File: src/rtl/mwadd_pkg.sv
// Shared types and helpers for the sequential multiword adder.
package mwadd_pkg;

  typedef enum logic [1:0] {
    IDLE = 2'd0,
    RUN  = 2'd1,
    DONE = 2'd2
  } mwadd_state_t;

  // Slice counter width; WORDS=1 still needs a 1-bit counter.
  function automatic int cnt_w(input int words);
    return (words <= 1) ? 1 : $clog2(words);
  endfunction

endpackage

File: src/rtl/bitnadder.sv
// N-bit ripple-carry slice adder: s = x + y + c_i, c_o = carry out of bit N-1.
module bitnadder #(
  parameter int N = 4
) (
  input  logic [N-1:0] x,
  input  logic [N-1:0] y,
  input  logic         c_i,
  output logic [N-1:0] s,
  output logic         c_o
);

  logic [N:0] w_c;

  assign w_c[0] = c_i;

  // One full adder per bit, carry rippling upward.
  for (genvar g = 0; g < N; g++) begin : g_fa
    assign s[g]     = x[g] ^ y[g] ^ w_c[g];
    assign w_c[g+1] = (x[g] & y[g]) | (w_c[g] & (x[g] ^ y[g]));
  end

  assign c_o = w_c[N];

endmodule

File: src/rtl/multiword_adder_seq.sv
// Sequential wide adder: W-bit a+b+c_in computed one N-bit slice per cycle
// through a single bitnadder, carry held in a register between slices.
// Optional feature: define MWADD_OVF_EN to add the registered signed
// overflow output ovf.
module multiword_adder_seq
  import mwadd_pkg::*;
#(
  parameter  int N     = 4,
  parameter  int WORDS = 4,
  localparam int W     = N * WORDS
) (
  input  logic         clk,
  input  logic         rst_n,
  input  logic         in_valid,
  output logic         in_ready,
  input  logic [W-1:0] a,
  input  logic [W-1:0] b,
  input  logic         c_in,
  output logic         out_valid,
  input  logic         out_ready,
  output logic [W-1:0] sum,
`ifdef MWADD_OVF_EN
  output logic         ovf,
`endif
  output logic         c_out
);

  localparam int CW = cnt_w(WORDS);

  mwadd_state_t r_state, w_state_nxt;

  logic [W-1:0]   r_a, r_b, r_sum;
  logic           r_carry, r_cout;
  logic [CW-1:0]  r_cnt;

  logic [N-1:0]   w_s;
  logic           w_co;
  logic           w_last;
  logic           w_accept;
  logic [W+N-1:0] w_sum_cat;

  bitnadder #(.N(N)) u_slice (
    .x   (r_a[N-1:0]),
    .y   (r_b[N-1:0]),
    .c_i (r_carry),
    .s   (w_s),
    .c_o (w_co)
  );

  assign w_last    = (r_cnt == CW'(WORDS - 1));
  assign w_accept  = in_valid && (r_state == IDLE);
  // Slice result enters at the MSB end; after WORDS shifts slice 0 sits at the bottom.
  assign w_sum_cat = {w_s, r_sum};

  // State register.
  always_ff @(posedge clk or negedge rst_n) begin
    if (!rst_n) r_state <= IDLE;
    else        r_state <= w_state_nxt;
  end

  // Next-state and handshake outputs.
  always_comb begin
    w_state_nxt = r_state;
    in_ready    = 1'b0;
    out_valid   = 1'b0;
    case (r_state)
      IDLE: begin
        in_ready = 1'b1;
        if (in_valid) w_state_nxt = RUN;
      end
      RUN: begin
        if (w_last) w_state_nxt = DONE;
      end
      DONE: begin
        out_valid = 1'b1;
        if (out_ready) w_state_nxt = IDLE;
      end
      default: w_state_nxt = IDLE;
    endcase
  end

  // Operand shift regs, slice counter and inter-slice carry.
  always_ff @(posedge clk or negedge rst_n) begin
    if (!rst_n) begin
      r_a     <= '0;
      r_b     <= '0;
      r_carry <= 1'b0;
      r_cnt   <= '0;
    end else if (w_accept) begin
      r_a     <= a;
      r_b     <= b;
      r_carry <= c_in;
      r_cnt   <= '0;
    end else if (r_state == RUN) begin
      r_a     <= r_a >> N;
      r_b     <= r_b >> N;
      r_carry <= w_co;
      r_cnt   <= r_cnt + CW'(1);
    end
  end

  // Result registers; they move only while RUN so DONE holds them stable.
  always_ff @(posedge clk or negedge rst_n) begin
    if (!rst_n) begin
      r_sum  <= '0;
      r_cout <= 1'b0;
    end else if (r_state == RUN) begin
      r_sum <= w_sum_cat[W+N-1:N];
      if (w_last) r_cout <= w_co;
    end
  end

  assign sum   = r_sum;
  assign c_out = r_cout;

`ifdef MWADD_OVF_EN
  logic r_ovf;
  logic w_c_msb;

  // Carry into bit W-1 recovered from the top slice's MSB operands and sum.
  assign w_c_msb = r_a[N-1] ^ r_b[N-1] ^ w_s[N-1];

  // Signed overflow, updated alongside c_out.
  always_ff @(posedge clk or negedge rst_n) begin
    if (!rst_n)                    r_ovf <= 1'b0;
    else if (r_state == RUN && w_last) r_ovf <= w_c_msb ^ w_co;
  end

  assign ovf = r_ovf;
`endif

endmodule
File: config.mk
export PLATFORM = sky130hd
export DESIGN_NAME = multiword_adder_seq
export DESIGN_NICKNAME = d
export VERILOG_FILES = /design/src/rtl/mwadd_pkg.sv /design/src/rtl/bitnadder.sv /design/src/rtl/multiword_adder_seq.sv
export SDC_FILE = /design/constraint.sdc
export NUM_CORES = 1
export LEC_CHECK = 0
export ABC_AREA = 1
export BUFFER_PORTS_ARGS = -buffer_cell sky130_fd_sc_hd__buf_2
export CORE_MARGIN = 4
export CORE_UTILIZATION = 57
export DETAILED_ROUTE_END_ITERATION = 16
export PLACE_DENSITY_LB_ADDON = 0.08
export SYNTH_ARGS = -nofsm -noshare
export SYNTH_HDL_FRONTEND = slang
export SYNTH_SLANG_ARGS = --single-unit
File: constraint.sdc
create_clock -name clk -period 4.8 [get_ports clk]
set_clock_uncertainty 0.15 [all_clocks]
set_input_delay 0.48 -clock clk [delete_from_list [all_inputs] [get_ports clk]]
set_output_delay 0.48 -clock clk [all_outputs]
set_load 0.01 [all_outputs]
# --- After elaboration in Yosys (flattened, before gate mapping) ---
# Index checks and enable logic that the tools add are counted.
totals:
  out_inout_bits: 19
  inputBits: 37
  reg_bits: 54
  word_cells: 53
op_classes:
  reduce_logical: 5
  n_eq_ne: 6
  muxes: 14
  bitwise: 20
  add_sub_neg: 1
ops:
  columns: ["op", "n"]
  rows:
  - ["$mux 16", 4]
  - ["$mux 2", 5]
  - ["$and 1x1->1", 8]
  - ["$xor 1x1->1", 8]
  - ["$ne 2x2->1 const B", 3]
  - ["$pmux 2 s3", 1]
  - ["$eq 2x2->1 const B", 2]
  - ["$mux 1", 4]
  - ["$or 1x1->1", 4]
  - ["$reduce_and 3->1", 1]
  - ["$add 2x1->2 const B", 1]
  - ["$eq 2x1->1 const B", 1]
  - ["$logic_not 2->1", 1]
  - ["$reduce_and 2->1", 1]
  - ["$reduce_bool 2->1", 1]
  - ["$logic_and 1x1->1", 1]

# --- Longest topological paths before layout ---
logic_depth:
  ltp_word: 11
  ltp_mapped: 10
  depth_no_buf: 10

# --- Cells and area by module ---
# Synthesis repeated with hierarchy kept, for this count alone.
hier_totals:
  cells_unflattened: 268
  area_unflattened_um2: 2407.3
modules_own_cells:
  columns: ["module", "area_per_inst_um2", "seq_area_each_um2", "n_inst", "cells_per_inst"]
  rows:
  - ["multiword_adder_seq", 2289.7, 1351.3, 1, 254]
  - ["bitnadder", 117.6, 0.0, 1, 14]

# --- Least setup slack after synthesis ---
# OpenSTA, ideal clock, no wires.
synth_path:
  path_kind: "reg-to-reg"
  from: "register r_a[0]"
  to: "register r_sum[15], in the netlist sum[15]"
  setup_ns: 0.074
  n_path_buf: 0
  arrival_ns: 1.985
  path_stages_with_launch: 9
  setup_slack_ns: 2.591
  synth_period_minus_slack_ns: 2.209
  t_required_ns: 4.576
  cell_sequence: "dfrtp_1 -> fa_1 -> inv_1 -> fa_1 -> inv_1 -> fa_1 -> inv_1 -> fa_1 -> o21ai_2"
synth_via:
  elab_chain_cells: 8
  elab_cells_between_ends: 9
  classes_between: "bitwise (9)"
synth_rtl:
  columns: ["element", "line_no", "source"]
  rows:
  - ["from (decl)", "multiword_adder_seq.sv:32", "logic [W-1:0] r_a, r_b, r_sum;"]
  - ["from (signal assigned)", "multiword_adder_seq.sv:95", "r_a <= r_a >> N;"]
  - ["$xor 1x1->1", "bitnadder.sv:19", "assign w_c[g+1] = (x[g] & y[g]) | (w_c[g] & (x[g] ^ y[g]));"]
  - ["$and 1x1->1", "bitnadder.sv:19", null]
  - ["$or 1x1->1 (*)", "bitnadder.sv:19", null]
  - ["$and 1x1->1 (*)", "bitnadder.sv:19", null]
  - ["$or 1x1->1 (*)", "bitnadder.sv:19", null]
  - ["$and 1x1->1 (*)", "bitnadder.sv:19", null]
  - ["$or 1x1->1 (*)", "bitnadder.sv:19", null]
  - ["$xor 1x1->1 (*)", "bitnadder.sv:18", "assign s[g] = x[g] ^ y[g] ^ w_c[g];"]
  - ["to (signal assigned)", "multiword_adder_seq.sv:108", "r_sum <= w_sum_cat[W+N-1:N];"]
  - ["to (decl)", "multiword_adder_seq.sv:32", null]
# Every way passes the cells marked *; elsewhere a longest branch is shown, timed or not.
# A chain may end at the register's enable or synchronous reset.

# --- Worst setup path in the final report ---
# Ends and elaborated chain as after synthesis.

==> impl_metrics.ini <==
[run_status]
outcome = completed

[global_route]
grt.overflow.total = 0
grt_pass1_vias = 1816
grt_max_degree = 55
gr-usage-all-layers_pct = 19.1
antenna_found_initial = 0
grt_pass1_wl_um = 7960

[synth]
ys_ff_latch = 54
synth.top_cell.area_share_pct = 55.8
synth_nets = 310
synth_edf_count = 0
synth.largest_area_cell = dfrtp_1
ys_types = 18
synthArstFlopShare_pct = 100
synth_cells = 268
synth_ff_type = dfrtp_1
seq_area_frac_synth_pct = 55.8
avgSynthCellArea_sq_um = 9.03
yosysWarnings = 0
synthTopCellsByArea = dfrtp_1 56%, nand2_1 16%, nand3_1 12%, fa_1 3.3%, o21ai_2 2.9%
synthesis.area_sq_mm = 0.00242

[clock_tree]
cts_tree = built
clk_pin_slew_ns = 0.09
clock_path_buffers = 2
postCtsSetupRepairBufs = 0
cts.sinks = 54
clock_latency_ns = 0.30
cts_buffers = 5
cts_root_buf = clkbuf_8
postCtsHoldBufs = 0
cts_max_level = 2
cts_resized = 0

[cells_and_area]
area_delta_synth_final_pct = 13.3
n_fill_cell = 371
nNetsFinal = 358
drive_gt1_share_pct = 23.7
n_antenna_cell = 0

[timing]
fmax_mhz = 435
tightest_slew_ns = 0.911
setup_tns_ns = 0
rsz0062_at_grt = false
hold_ws_ns = 0.135
fin_crit_sh_pct = 47.9
setup_viol = 0
hold_violations = 0
timing.final.crit_period_ns = 2.30
drv_slew = 0
slew_headroom_pct = 39.1

[setup_path]
crit_top_cell = fa_1
worst_r2r_endpoint = sum[15]$_DFFE_PN0P_
critical_path_class = reg -> reg
rr_worst_depth = 8
cp.buffers_inverters = 3
required_ns = 4.88
critPathCaptureType = register
rrSetupSlack_ns = 2.50
critPathTopFamily = adder cells
critPathMaxStageDelay_ns = 0.42
start_kind = register
slowest_stage = fa_1
regToRegStartpoint = r_a[0]$_DFFE_PN0P_
worstPathCellList = fa_1 > inv_1 > fa_1 > inv_1 > fa_1 > inv_1 > fa_1 > o21ai_2
critPathMaxFanout = 2
cp.arrival_ns = 2.38

[die]
core_sq_mm = 0.00406
chipHeight_um = 73.2
pin_count = 56
dieArea_sq_mm = 0.00535
die_w_um = 73.2
start_util_pct = 59.6
rows = 23

[hold_path]
min_path_type = in -> async

[routing]
firstDrtPassIters = 4
drc = 0
ant_nets = 0
drt_wl_total_um = 4600
viasPerCell = 5.14
post_drt_wl_per_cell_um = 12.6
drt_iter0_drc = 112
vias = 1881

[placement]
numPortBuffers = 55
dp_hpwl_um = 2970
place_congestion = 0.740

[pwr]
p_per_area_mw_per_mm2 = 623
leakagePower_nw = 1.46
power_w = 0.00171
peakVddDrop_mv = 0.221

[run]
max-cap-violations = 0
## worst reg2reg max path: stages, from the launching register on
cell and delay (ns):
dfrtp_1 0.41, fa_1 0.42, inv_1 0.07, fa_1 0.15, inv_1 0.04, fa_1 0.34, inv_1 0.07, fa_1 0.42
o21ai_2 0.14
## registers in the layout (all words and copies together), names as in the netlist
signal	count
c_out	1
r_a	16
r_b	16
r_carry	1
r_cnt	2
r_state	2
sum	16
## cell usage after synthesis (2+ instances only)
cell type / number
buf_1: 3
buf_6: 2
buf_2: 4
nand3_1: 59
o21ai_0: 4
o21ai_2: 8
fa_1: 4
inv_1: 13
nand2_1: 102
buf_4: 7
inv_2: 2
dfrtp_1: 54
## cells in the final DEF, fill, tap and decap left out
cell	instances
nand2_1	102
nand3_1	59
buf_2	55
dfrtp_1	54
inv_1	13
o21ai_2	8
clkbuf_8	5
o21ai_0	4
fa_1	4
inv_2	2
clkbuf_1	2
buf_4	2
nor2_2	1
nor2_1	1
nor2_4	1
o21ai_4	1
o31ai_1	1
ha_1	1
## metal layers
| metal | vias up | routed length [um] | track usage (%) |
|---|---|---|---|
| met2 | 46 | 2290 | 33.4 |
| met1 | 878 | 1990 | 23.2 |
| met4 | 0 | 61 | 6.15 |
| met5 | - | 0 | 0 |
| li1 | 951 | - | - |
| met3 | 6 | 255 | 4.27 |
## logic make-up after synthesis
logic type	Yosys count	synth area share, %
buffers and inverters	31	6.72
AO/OA/AOI/OAI	14	4.71
adder cells (fa/ha/maj)	5	3.83
flip-flops	54	55.8
AND/OR/NAND/NOR	164	28.9
## through the flow
stage,utilization (%),instance area (sq um),std cells,setup slack (ns)
global route,67.6,2740,366,2.42
finish,67.6,2740,366,2.50
CTS,67.6,2740,366,2.49
floorplan,-,2420,268,2.59
global placement,65.7,2670,359,2.56
detailed placement,65.7,2670,359,2.51
## power breakdown
part / total [W] / switching (W) / internal [W]
sequential: 0.000754 / 0.000113 / 0.000641
clock: 0.000240 / 0.000139 / 0.000101
combinational: 0.000716 / 0.000458 / 0.000258
total: 0.00171 / 0.000710 / 0.00100
## final cells by class
cell class / instances / area, sq um / share of cell area [%]
tap: 50 / 62.6 / 2.28
timing repair buffer: 57 / 290 / 10.6
sequential: 54 / 1350 / 49.3
clock buffer: 7 / 76.3 / 2.78
multi-input combinational: 183 / 906 / 33.0
inverter: 15 / 56.3 / 2.05
## worst max-delay path by stage
stage,start,slack [ns],end,depth (start not counted)
after floorplan,r_a[0]$_DFFE_PN0P_,2.59,sum[15]$_DFFE_PN0P_,8
after global placement,r_a[0]$_DFFE_PN0P_,2.56,sum[15]$_DFFE_PN0P_,8
after detailed placement,r_a[0]$_DFFE_PN0P_,2.51,sum[15]$_DFFE_PN0P_,8
after CTS,r_a[0]$_DFFE_PN0P_,2.49,sum[15]$_DFFE_PN0P_,8
after global routing,r_a[0]$_DFFE_PN0P_,2.42,sum[15]$_DFFE_PN0P_,8
final,r_a[0]$_DFFE_PN0P_,2.50,sum[15]$_DFFE_PN0P_,8
Power figures use the tool's default switching activity.
